[config.mk]
export PLATFORM = sky130hd
export DESIGN_NAME = mmu_paged
export DESIGN_NICKNAME = d
export VERILOG_FILES = /design/src/rtl/mmu_paged_pkg.sv /design/src/rtl/mmu_task_switch.sv /design/src/rtl/mmu_paged.sv
export SDC_FILE = /design/constraint.sdc
export NUM_CORES = 1
export LEC_CHECK = 0
export ABC_AREA = 1
export CAP_MARGIN = 20
export CELL_PAD_IN_SITES_DETAIL_PLACEMENT = 1
export CELL_PAD_IN_SITES_GLOBAL_PLACEMENT = 1
export CORE_AREA = 3 3 244 186
export DETAILED_ROUTE_END_ITERATION = 6
export DIE_AREA = 0 0 247 189
export MAX_ROUTING_LAYER = met4
export PLACE_DENSITY_LB_ADDON = 0.15
export SLEW_MARGIN = 25
export SYNTH_ARGS = -nofsm -noshare
export SYNTH_HDL_FRONTEND = slang
export SYNTH_SLANG_ARGS = --single-unit
[constraint.sdc]
create_clock -name CLKX4 -period 4.2 [get_ports CLKX4]
set_clock_uncertainty 0.15 [all_clocks]
set_input_delay 0.42 -clock CLKX4 [delete_from_list [all_inputs] [get_ports CLKX4]]
set_output_delay 0.42 -clock CLKX4 [all_outputs]
set_load 0.01 [all_outputs]
[src/rtl/mmu_paged_pkg.sv]
// Shared definitions for the paged MMU: register offsets, switch FSM states, CTRL bit positions.
// Optional write protection is selected with MMU_WRPROT_EN in mmu_paged.
package mmu_paged_pkg;

  localparam logic [3:0] REG_CTRL   = 4'h0;
  localparam logic [3:0] REG_SEL    = 4'h1;
  localparam logic [3:0] REG_SWITCH = 4'h2;
  localparam logic [3:0] REG_PAGE   = 4'h8;

  localparam int CTRL_EN      = 0;
  localparam int CTRL_ACT_LSB = 1;
  localparam int CTRL_ARMED   = 6;
  localparam int CTRL_WPF     = 7;

  typedef enum logic {
    SW_IDLE  = 1'b0,
    SW_ARMED = 1'b1
  } sw_state_t;

  // Page registers live at +8..+8+npage-1 of the window.
  function automatic logic is_page_off(input logic [3:0] off, input int npage);
    return (off[3] == REG_PAGE[3]) && (int'(off[2:0]) < npage);
  endfunction

endpackage

[src/rtl/mmu_task_switch.sv]
// Deferred task switch: SWITCH write arms a countdown of bus cycles, expiry loads ACTIVE.
// Latency SWITCH_DELAY end-of-cycle events; vector fetch cancels; no backpressure.
module mmu_task_switch
  import mmu_paged_pkg::*;
#(
  parameter int TASK_BITS    = 2,
  parameter int SWITCH_DELAY = 3
) (
  input  logic                 clk,
  input  logic                 rst_n,
  input  logic                 eoc,
  input  logic                 vec,
  input  logic                 sw_wr,
  input  logic [TASK_BITS-1:0] sw_dat,
  output logic [TASK_BITS-1:0] active,
  output logic [TASK_BITS-1:0] pending,
  output logic                 armed
);

  sw_state_t            state, state_nxt;
  logic [3:0]           cnt, cnt_nxt;
  logic [TASK_BITS-1:0] pending_nxt, active_nxt;

  always_ff @(posedge clk or negedge rst_n) begin
    if (!rst_n) begin
      state   <= SW_IDLE;
      cnt     <= '0;
      pending <= '0;
      active  <= '0;
    end else begin
      state   <= state_nxt;
      cnt     <= cnt_nxt;
      pending <= pending_nxt;
      active  <= active_nxt;
    end
  end

  // Vector fetch outranks both a new SWITCH write and a same-cycle expiry.
  always_comb begin
    state_nxt   = state;
    cnt_nxt     = cnt;
    pending_nxt = pending;
    active_nxt  = active;
    if (eoc) begin
      if (vec) begin
        active_nxt = '0;
        state_nxt  = SW_IDLE;
        cnt_nxt    = '0;
      end else if (sw_wr) begin
        pending_nxt = sw_dat;
        cnt_nxt     = 4'(SWITCH_DELAY);
        state_nxt   = SW_ARMED;
      end else if (state == SW_ARMED) begin
        cnt_nxt = cnt - 4'd1;
        if (cnt == 4'd1) begin
          active_nxt = pending;
          state_nxt  = SW_IDLE;
        end
      end
    end
  end

  assign armed = (state == SW_ARMED);

endmodule

[src/rtl/mmu_paged.sv]
// Paged MMU for a 16-bit CPU bus: per-task page tables, register window, deferred task switch.
// PA is combinational from ADDR; register writes commit at end of bus cycle; MMU_WRPROT_EN adds write protect.
module mmu_paged
  import mmu_paged_pkg::*;
#(
  parameter int          TASK_BITS    = 2,
  parameter int          PAGE_BITS    = 13,
  parameter int          PHYS_W       = 20,
  parameter logic [15:0] MMU_BASE     = 16'hFE10,
  parameter int          SWITCH_DELAY = 3
) (
  input  logic                          CLKX4,
  input  logic                          nRESET,
  input  logic                          E,
  input  logic [15:0]                   ADDR,
  input  logic                          RnW,
  input  logic                          BA,
  input  logic                          BS,
  input  logic [7:0]                    DATA_in,
  output logic [7:0]                    DATA_out,
  output logic                          DATA_oe,
  output logic [PHYS_W-PAGE_BITS-1:0]   PA,
  output logic                          nWR,
  output logic                          WPFAULT
);

  localparam int NTASK = 1 << TASK_BITS;
  localparam int PG_W  = 16 - PAGE_BITS;
  localparam int NPAGE = 1 << PG_W;
  localparam int PFN_W = PHYS_W - PAGE_BITS;

  logic                 e_d, eoc;
  logic [7:0]           dhold;
  logic [15:0]          ahold;
  logic                 rhold;
  logic                 en;
  logic [TASK_BITS-1:0] sel, active, pending, eff;
  logic                 armed, vec, wpf, wp_rd;
  logic [PFN_W-1:0]     pfn [NTASK][NPAGE];
  logic [PG_W-1:0]      pg, r_idx, w_idx;
  logic [3:0]           r_off, w_off;
  logic                 r_win, w_win, wr_commit, wr_page, ctrl_rd;

  assign eoc   = e_d & ~E;
  assign vec   = BS & ~BA;
  assign eff   = vec ? '0 : active;
  assign pg    = ADDR[15:PAGE_BITS];
  assign r_win = (ADDR[15:4] == MMU_BASE[15:4]);
  assign w_win = (ahold[15:4] == MMU_BASE[15:4]);
  assign r_off = ADDR[3:0];
  assign w_off = ahold[3:0];
  assign r_idx = r_off[PG_W-1:0];
  assign w_idx = w_off[PG_W-1:0];

  // Register writes use the address/data held from the E-high phase.
  assign wr_commit = eoc & ~rhold & w_win;
  assign wr_page   = wr_commit & is_page_off(w_off, NPAGE);
  assign ctrl_rd   = eoc & rhold & w_win & (w_off == REG_CTRL);

  always_ff @(posedge CLKX4 or negedge nRESET) begin
    if (!nRESET) begin
      e_d   <= 1'b0;
      dhold <= '0;
      ahold <= '0;
      rhold <= 1'b0;
      en    <= 1'b0;
      sel   <= '0;
    end else begin
      e_d <= E;
      if (E) begin
        dhold <= DATA_in;
        ahold <= ADDR;
        rhold <= RnW;
      end
      if (wr_commit && (w_off == REG_CTRL)) en  <= dhold[CTRL_EN];
      if (wr_commit && (w_off == REG_SEL))  sel <= dhold[TASK_BITS-1:0];
    end
  end

  always_ff @(posedge CLKX4 or negedge nRESET) begin
    if (!nRESET) begin
      for (int t = 0; t < NTASK; t++)
        for (int i = 0; i < NPAGE; i++)
          pfn[t][i] <= PFN_W'(i);
    end else if (wr_page) begin
      pfn[sel][w_idx] <= dhold[PFN_W-1:0];
    end
  end

`ifdef MMU_WRPROT_EN
  logic [NPAGE-1:0] wp [NTASK];
  logic             wp_blk, wp_hold;

  assign wp_blk = E & ~RnW & en & wp[eff][pg];
  assign nWR    = ~(E & ~RnW) | wp_blk;
  assign wp_rd  = wp[sel][r_idx];

  always_ff @(posedge CLKX4 or negedge nRESET) begin
    if (!nRESET) begin
      for (int t = 0; t < NTASK; t++) wp[t] <= '0;
      wp_hold <= 1'b0;
      wpf     <= 1'b0;
    end else begin
      if (wr_page) wp[sel][w_idx] <= dhold[7];
      if (E) wp_hold <= wp_blk;
      // A fault landing on the same edge as a CTRL read must survive it.
      if (eoc && wp_hold) wpf <= 1'b1;
      else if (ctrl_rd)   wpf <= 1'b0;
    end
  end
`else
  assign nWR   = ~(E & ~RnW);
  assign wp_rd = 1'b0;
  assign wpf   = 1'b0;
`endif

  assign WPFAULT = wpf;
  assign PA      = en ? pfn[eff][pg] : PFN_W'(pg);

  mmu_task_switch #(
    .TASK_BITS    (TASK_BITS),
    .SWITCH_DELAY (SWITCH_DELAY)
  ) u_switch (
    .clk     (CLKX4),
    .rst_n   (nRESET),
    .eoc     (eoc),
    .vec     (vec),
    .sw_wr   (wr_commit && (w_off == REG_SWITCH)),
    .sw_dat  (dhold[TASK_BITS-1:0]),
    .active  (active),
    .pending (pending),
    .armed   (armed)
  );

  assign DATA_oe = E & RnW & r_win &
                   ((r_off == REG_CTRL) || (r_off == REG_SEL) ||
                    (r_off == REG_SWITCH) || is_page_off(r_off, NPAGE));

  always_comb begin
    DATA_out = '0;
    if (r_win) begin
      case (r_off)
        REG_CTRL: begin
          DATA_out[CTRL_WPF]           = wpf;
          DATA_out[CTRL_ARMED]         = armed;
          DATA_out[CTRL_ACT_LSB +: 3]  = 3'(active);
          DATA_out[CTRL_EN]            = en;
        end
        REG_SEL:    DATA_out = 8'(sel);
        REG_SWITCH: DATA_out = 8'(pending);
        default: begin
          if (is_page_off(r_off, NPAGE)) DATA_out = {wp_rd, 7'(pfn[sel][r_idx])};
        end
      endcase
    end
  end

endmodule

Word-level counts from Yosys, hierarchy flattened

Index checks and enable logic that the tools add are counted.

Register bits: 261
Input port bits: 30
Output and inout port bits: 18

$add $sub $neg: 1
Order comparisons: 7
Equality and inequality tests: 8
Mux-type cells: 35
Bitwise operators: 20
Reduce and logical (&&, ||, !) cells: 18

Operator list:

| operator                                                               | count |
|---|---|
| 56-bit 2-to-1 mux                                                      | 5 |
| 56-bit binary-select mux with 2-bit select                             | 2 |
| 224-bit bitwise mux                                                    | 1 |
| 56-bit demux with 2-bit select                                         | 1 |
| 7-bit 2-to-1 mux                                                       | 7 |
| 7-bit binary-select mux with 3-bit select                              | 2 |
| 12-bit equality test (second input constant)                           | 2 |
| 7-bit demux with 3-bit select                                          | 1 |
| 4-bit by 1-bit equality test with 1-bit output (second input constant) | 3 |
| 4-bit greater-or-equal comparator (second input constant)              | 3 |
| 2-bit 2-to-1 mux                                                       | 6 |
| 4-bit 2-to-1 mux                                                       | 3 |
| 3-bit NOT with 4-bit output                                            | 3 |
| 4-bit case mux with 3 select lines                                     | 1 |
| 1-bit AND                                                              | 9 |
| 4-bit by 2-bit equality test with 1-bit output (second input constant) | 2 |
| 4-bit logical NOT                                                      | 2 |
| 8-bit 2-to-1 mux                                                       | 1 |
| 3-bit greater-or-equal comparator (second input constant)              | 2 |
| 1-bit NOT                                                              | 6 |
| 2-bit NOT with 3-bit output                                            | 2 |
| 1-bit logical AND                                                      | 5 |
| 4-bit by 1-bit < comparator with 1-bit output (second input constant)  | 1 |
| 1-bit 2-to-1 mux                                                       | 4 |
| other kinds (12)                                                       | 15 |

Longest topological paths before layout

Word-level depth: 11
Mapped depth: 15
Mapped depth without buffers: 13

Hierarchy

A second synthesis with hierarchy kept.

Cell total of the unflattened synthesis: 2098
Area total of the unflattened synthesis: 14511.4 sq um

Modules (own cells, without submodules):

| module          | times used | cells an instance | area each (sq um) | sequential area each (sq um) |
|---|---|---|---|---|
| mmu_paged       | 1          | 2033              | 14017.2           | 6366.1 |
| mmu_task_switch | 1          | 65                | 494.2             | 225.2 |

Least setup slack after synthesis

OpenSTA, ideal clock, no wires.

Path kind: input port to output port
Start point: in BA
End point: out PA[6]
Arrival: 1.536 ns
Setup slack: 2.094 ns
Stages on the path: 13
Cell sequence: inv_1 > nand2_1 > nand2_1 > buf_2 > buf_2 > nand2_1 > o211ai_1 > nand2_1 > nand2_1 > nand2_1 > nor2_1 > nor2_1 > nor2_1

Cells in the longest elaborated chain, start to end: 11

RTL lines:

| item                                                 | line             | RTL |
|---|---|---|
| start: declaration                                   | mmu_paged.sv:17  | `input logic BA,` |
| 1-bit NOT                                            | mmu_paged.sv:45  | `assign vec = BS & ~BA;` |
| 1-bit AND                                            | mmu_paged.sv:45  |  |
| 2-bit 2-to-1 mux                                     | mmu_paged.sv:46  | `assign eff = vec ? '0 : active;` |
| 2-bit NOT with 3-bit output (not written as such)    | mmu_paged.sv:118 | `assign PA = en ? pfn[eff][pg] : PFN_W'(pg);` |
| 56-bit binary-select mux with 2-bit select           | mmu_paged.sv:118 |  |
| 56-bit 2-to-1 mux (not written as such) (2 in a row) | mmu_paged.sv:118 |  |
| 7-bit binary-select mux with 3-bit select            | mmu_paged.sv:118 |  |
| 7-bit 2-to-1 mux (not written as such) (2 in a row)  | mmu_paged.sv:118 |  |
| 7-bit 2-to-1 mux                                     | mmu_paged.sv:118 |  |
| end: declaration                                     | mmu_paged.sv:22  | `output logic [PHYS_W-PAGE_BITS-1:0] PA,` |

No other way between the ends. The select of a mux whose other input is x is not followed.

Worst setup path after layout

Start point: reg sel[0]
End point: out DATA_out[5]

Cells in the longest elaborated chain, start to end: 10

RTL lines:

| item                                                 | line             | RTL |
|---|---|---|
| start: declaration                                   | mmu_paged.sv:37  | `logic [TASK_BITS-1:0] sel, active, pending, eff;` |
| start signal: assignment                             | mmu_paged.sv:76  | `if (wr_commit && (w_off == REG_SEL)) sel <= dhold[TASK_BITS-1:0];` |
| 2-bit NOT with 3-bit output (not written as such)    | mmu_paged.sv:152 | `if (is_page_off(r_off, NPAGE)) DATA_out = {wp_rd, 7'(pfn[sel][r_idx])};` |
| 56-bit binary-select mux with 2-bit select           | mmu_paged.sv:152 |  |
| 56-bit 2-to-1 mux (not written as such) (2 in a row) | mmu_paged.sv:152 |  |
| 7-bit binary-select mux with 3-bit select            | mmu_paged.sv:152 |  |
| 7-bit 2-to-1 mux (not written as such) (2 in a row)  | mmu_paged.sv:152 |  |
| 7-bit 2-to-1 mux                                     | mmu_paged.sv:152 |  |
| 2-bit 2-to-1 mux                                     | mmu_paged.sv:142 | `case (r_off)` |
| 8-bit 2-to-1 mux                                     | mmu_paged.sv:141 | `if (r_win) begin` |
| end: declaration                                     | mmu_paged.sv:20  | `output logic [7:0] DATA_out,` |

No other way between the ends. The select of a mux whose other input is x is not followed.

==> flow_summary.ini <==
[run_status]
status = complete, no violations

[synth]
syn_area_sq_um = 15000
syn_inst = 2112
synth_top_area_cell = dfrtp_1
ys_ff_latch = 261
ys.warnings.count = 0
yosys-top-cells-area = dfrtp_1 (35%), nand2_1 (22%), dfstp_2 (8.4%)
synth_edf_count = 0
ys_seq_area_frac = 0.438
ys_async_sr_fraction = 1.00
syn_area_per_cell_sq_um = 7.12
ys.flop_type = dfrtp_1
synth.top_cell.area_share = 0.354
synth_cell_type_count = 38

[power]
switchingPower_mw = 1.52
leakage_nw = 8.00
finalPower_mw = 5.80
seq_power_share = 0.446
peakVddDrop_mv = 0.328
clockPowerShare = 0.475
switching_share = 0.261
combPwrFrac = 0.079
power_density_nw_per_um2 = 340
internal_power_mw = 4.29

[die]
fp.dieW_um = 247
initial_core_util = 0.348
coreArea_sq_um = 43200
dieArea_sq_um = 46700
die_h_um = 189
placementRows = 66
design.portCount = 48

[job]
maxCapViolations = 0

[setup_path]
cp-start-kind = register
max_stage_delay_ns = 0.65
arrival_ns = 3.45
path_cells = inv_1 -> nor2_4 -> buf_4 -> a22oi_1 -> nand2_1 -> nand2_1 -> nand3_1 -> o21ai_0 -> nor2_1 -> clkdlybuf4s50_1
cpMostUsedCell = nand2_1
critical_path_buf_inv_count = 3
cpLargestDelayFamily = simple AND/OR/NAND/NOR gates
path_class = register to primary output
crit_path_max_fanout = 18
worstPathRequired_ns = 3.63
cpMaxStageDelayCell = dfrtp_2
end_kind = primary output

[routing]
drt_pass1_iterations = 5
first_iter_violations = 1279
wl_per_cell_um = 23.2
avgViaCountPerCell = 5.40
drc_errors = 0
drt_wl_total_mm = 63.0
vias = 14688
drt.antenna.violating_nets = 0

[worst_hold_path]
hold_class = input pin to register

[clock_tree]
clockBufferDepth = 3
clock_sinks = 261
cts_setup_buffers = 0
htree_levels = 1
cts_buffers = 30
clk_latency_ns = 0.59
cts_tree = yes
root_buffer = clkbuf_16
cts.clk_slew.worst_paths_ns = 0.06

[timing]
grt_setup_unrepaired = false
slew_violations = 0
final.setup.tns_ns = 0
hold_slack_ns = 0.233
setup_viol = 0
hold_violations = 0
slew_headroom = 0.455
fmax_mhz = 249
period_share = 0.957
period_minus_slack_ns = 4.02
worstMarginPinSlew_ns = 0.818

[grt]
grt-ovfl-total = 0
use_met2 = 0.391
grt_pass1_vias = 14742
grt_max_degree = 94
grtUsageTotal = 0.279
use_met1 = 0.403
grt_antenna_before_repair = 5
grt_pass1_wl_mm = 94.8
grtUsageMet3 = 0.0498
busiest_layer = met1

[layout]
final_cells = 2721
synthToLayoutAreaGrowth_pct = 13.3
layout.nets = 2149
drive_above_1_share = 0.113
final_common_cell = nand2_1
mostFrequentLayoutCells = nand2_1 (871), dfrtp_1 (210), nand3_1 (195)

[placed_design]
io_buffers = 44
dp_hpwl_mm = 43.6
placedCellCount = 2662
gp_congestion = 0.890
==> layout make-up <==
type	count	area (sq um)
Timing Repair Buffer	118	1090
Multi-Input combinational cell	1612	7260
Tap cell	578	723
Clock inverter	6	83.8
Sequential cell	261	6600
Antenna cell	3	7.51
Inverter	94	353
Clock buffer	49	923
Fill cell	5375	26100
==> cell usage after synthesis (20+ instances only) <==
master and count:
a22oi_1 36, dfrtp_1 213, inv_1 89, clkbuf_1 59, o21ai_1 142, dfstp_2 48
nand2_4 20, o21ai_2 29, o21ai_0 93, nand2_1 874, nand3_1 195, nor2_1 138
a21oi_1 32, buf_2 42, buf_6 26
==> stage by stage <==
stage | cell area [sq um] | setup slack, ns | utilization
after floorplan | 15000 | 2.09 | -
after global placement | 16000 | 0.446 | 0.371
after detailed placement | 16000 | 0.443 | 0.371
after CTS | 17000 | 0.0165 | 0.394
after global routing | 17000 | 0.0517 | 0.395
final | 17000 | 0.179 | 0.395
==> state kept, by name, indices dropped and copies added (netlist names) <==
signal and cells:
u_switch.cnt 4, dhold 7, u_switch.active 2, u_switch.armed 1, e_d 1, rhold 1, sel 2, pfn 224
en 1, ahold 16, u_switch.pending 2
==> power groups by stage <==
stage	Sequential, mW	Clock [mW]	Combinational (mW)
after floorplan	2.62	0	0.211
after global placement	2.63	0	0.447
after detailed placement	2.63	0	0.459
after CTS	2.59	2.81	0.460
after global routing	2.59	2.91	0.502
final	2.59	2.76	0.460
==> repair_timing <==
item / 4_1_cts / 5_1_grt
endpoints found under the hold margin: 69 / 0
endpoints found under the setup margin: 1 / 4
hold buffers: 1 / 0
gates resized for setup: 1 / 3
pin swaps: 0 / 0
==> metal layers <==
layer | vias up | share of wire
met5 | - | 0
met2 | 430 | 0.41
li1 | 6812 | -
met3 | 116 | 0.066
met1 | 7330 | 0.48
met4 | 0 | 0.038
==> cells by family (layout without fill, tap and decap cells) <==
group                      after synthesis  in the layout  synth area share
xor gates and xnor gates                 1              1          0.000582
DFF                                    261            261             0.438
and+or+nand+nor                       1258           1258             0.346
other                                    1              5          0.000249
buffers and inverters                  240            267            0.0811
AOI/OAI and AO/OA                      349            349             0.133
adders and majority gates                2              2           0.00166
==> worst register-to-register path, cell delays in order (launching register included) <==
cell and delay, ns:
dfrtp_1 0.36, inv_1 0.08, nand4_1 0.15, nor2_1 0.16, and3_4 0.22, and2_4 0.49, buf_4 0.41, nand2_1 0.31
o21ai_0 0.29
==> final timing paths <==
path | from | end | slack [ns] | cells past startpoint
max | sel[0] | DATA_out[5] | 0.18 | 10
min reg2reg | ahold[4] | ahold[4] | 0.32 | 2
min in group asynchronous | nRESET | pfn[26] | 0.30 | 2
min | DATA_in[6] | dhold[6] | 0.23 | 3
max in group asynchronous | nRESET | pfn[36] | 2.54 | 3
max reg2reg | ahold[6] | pfn[177] | 1.50 | 8
Note: power is estimated with default switching activity, not from simulation.
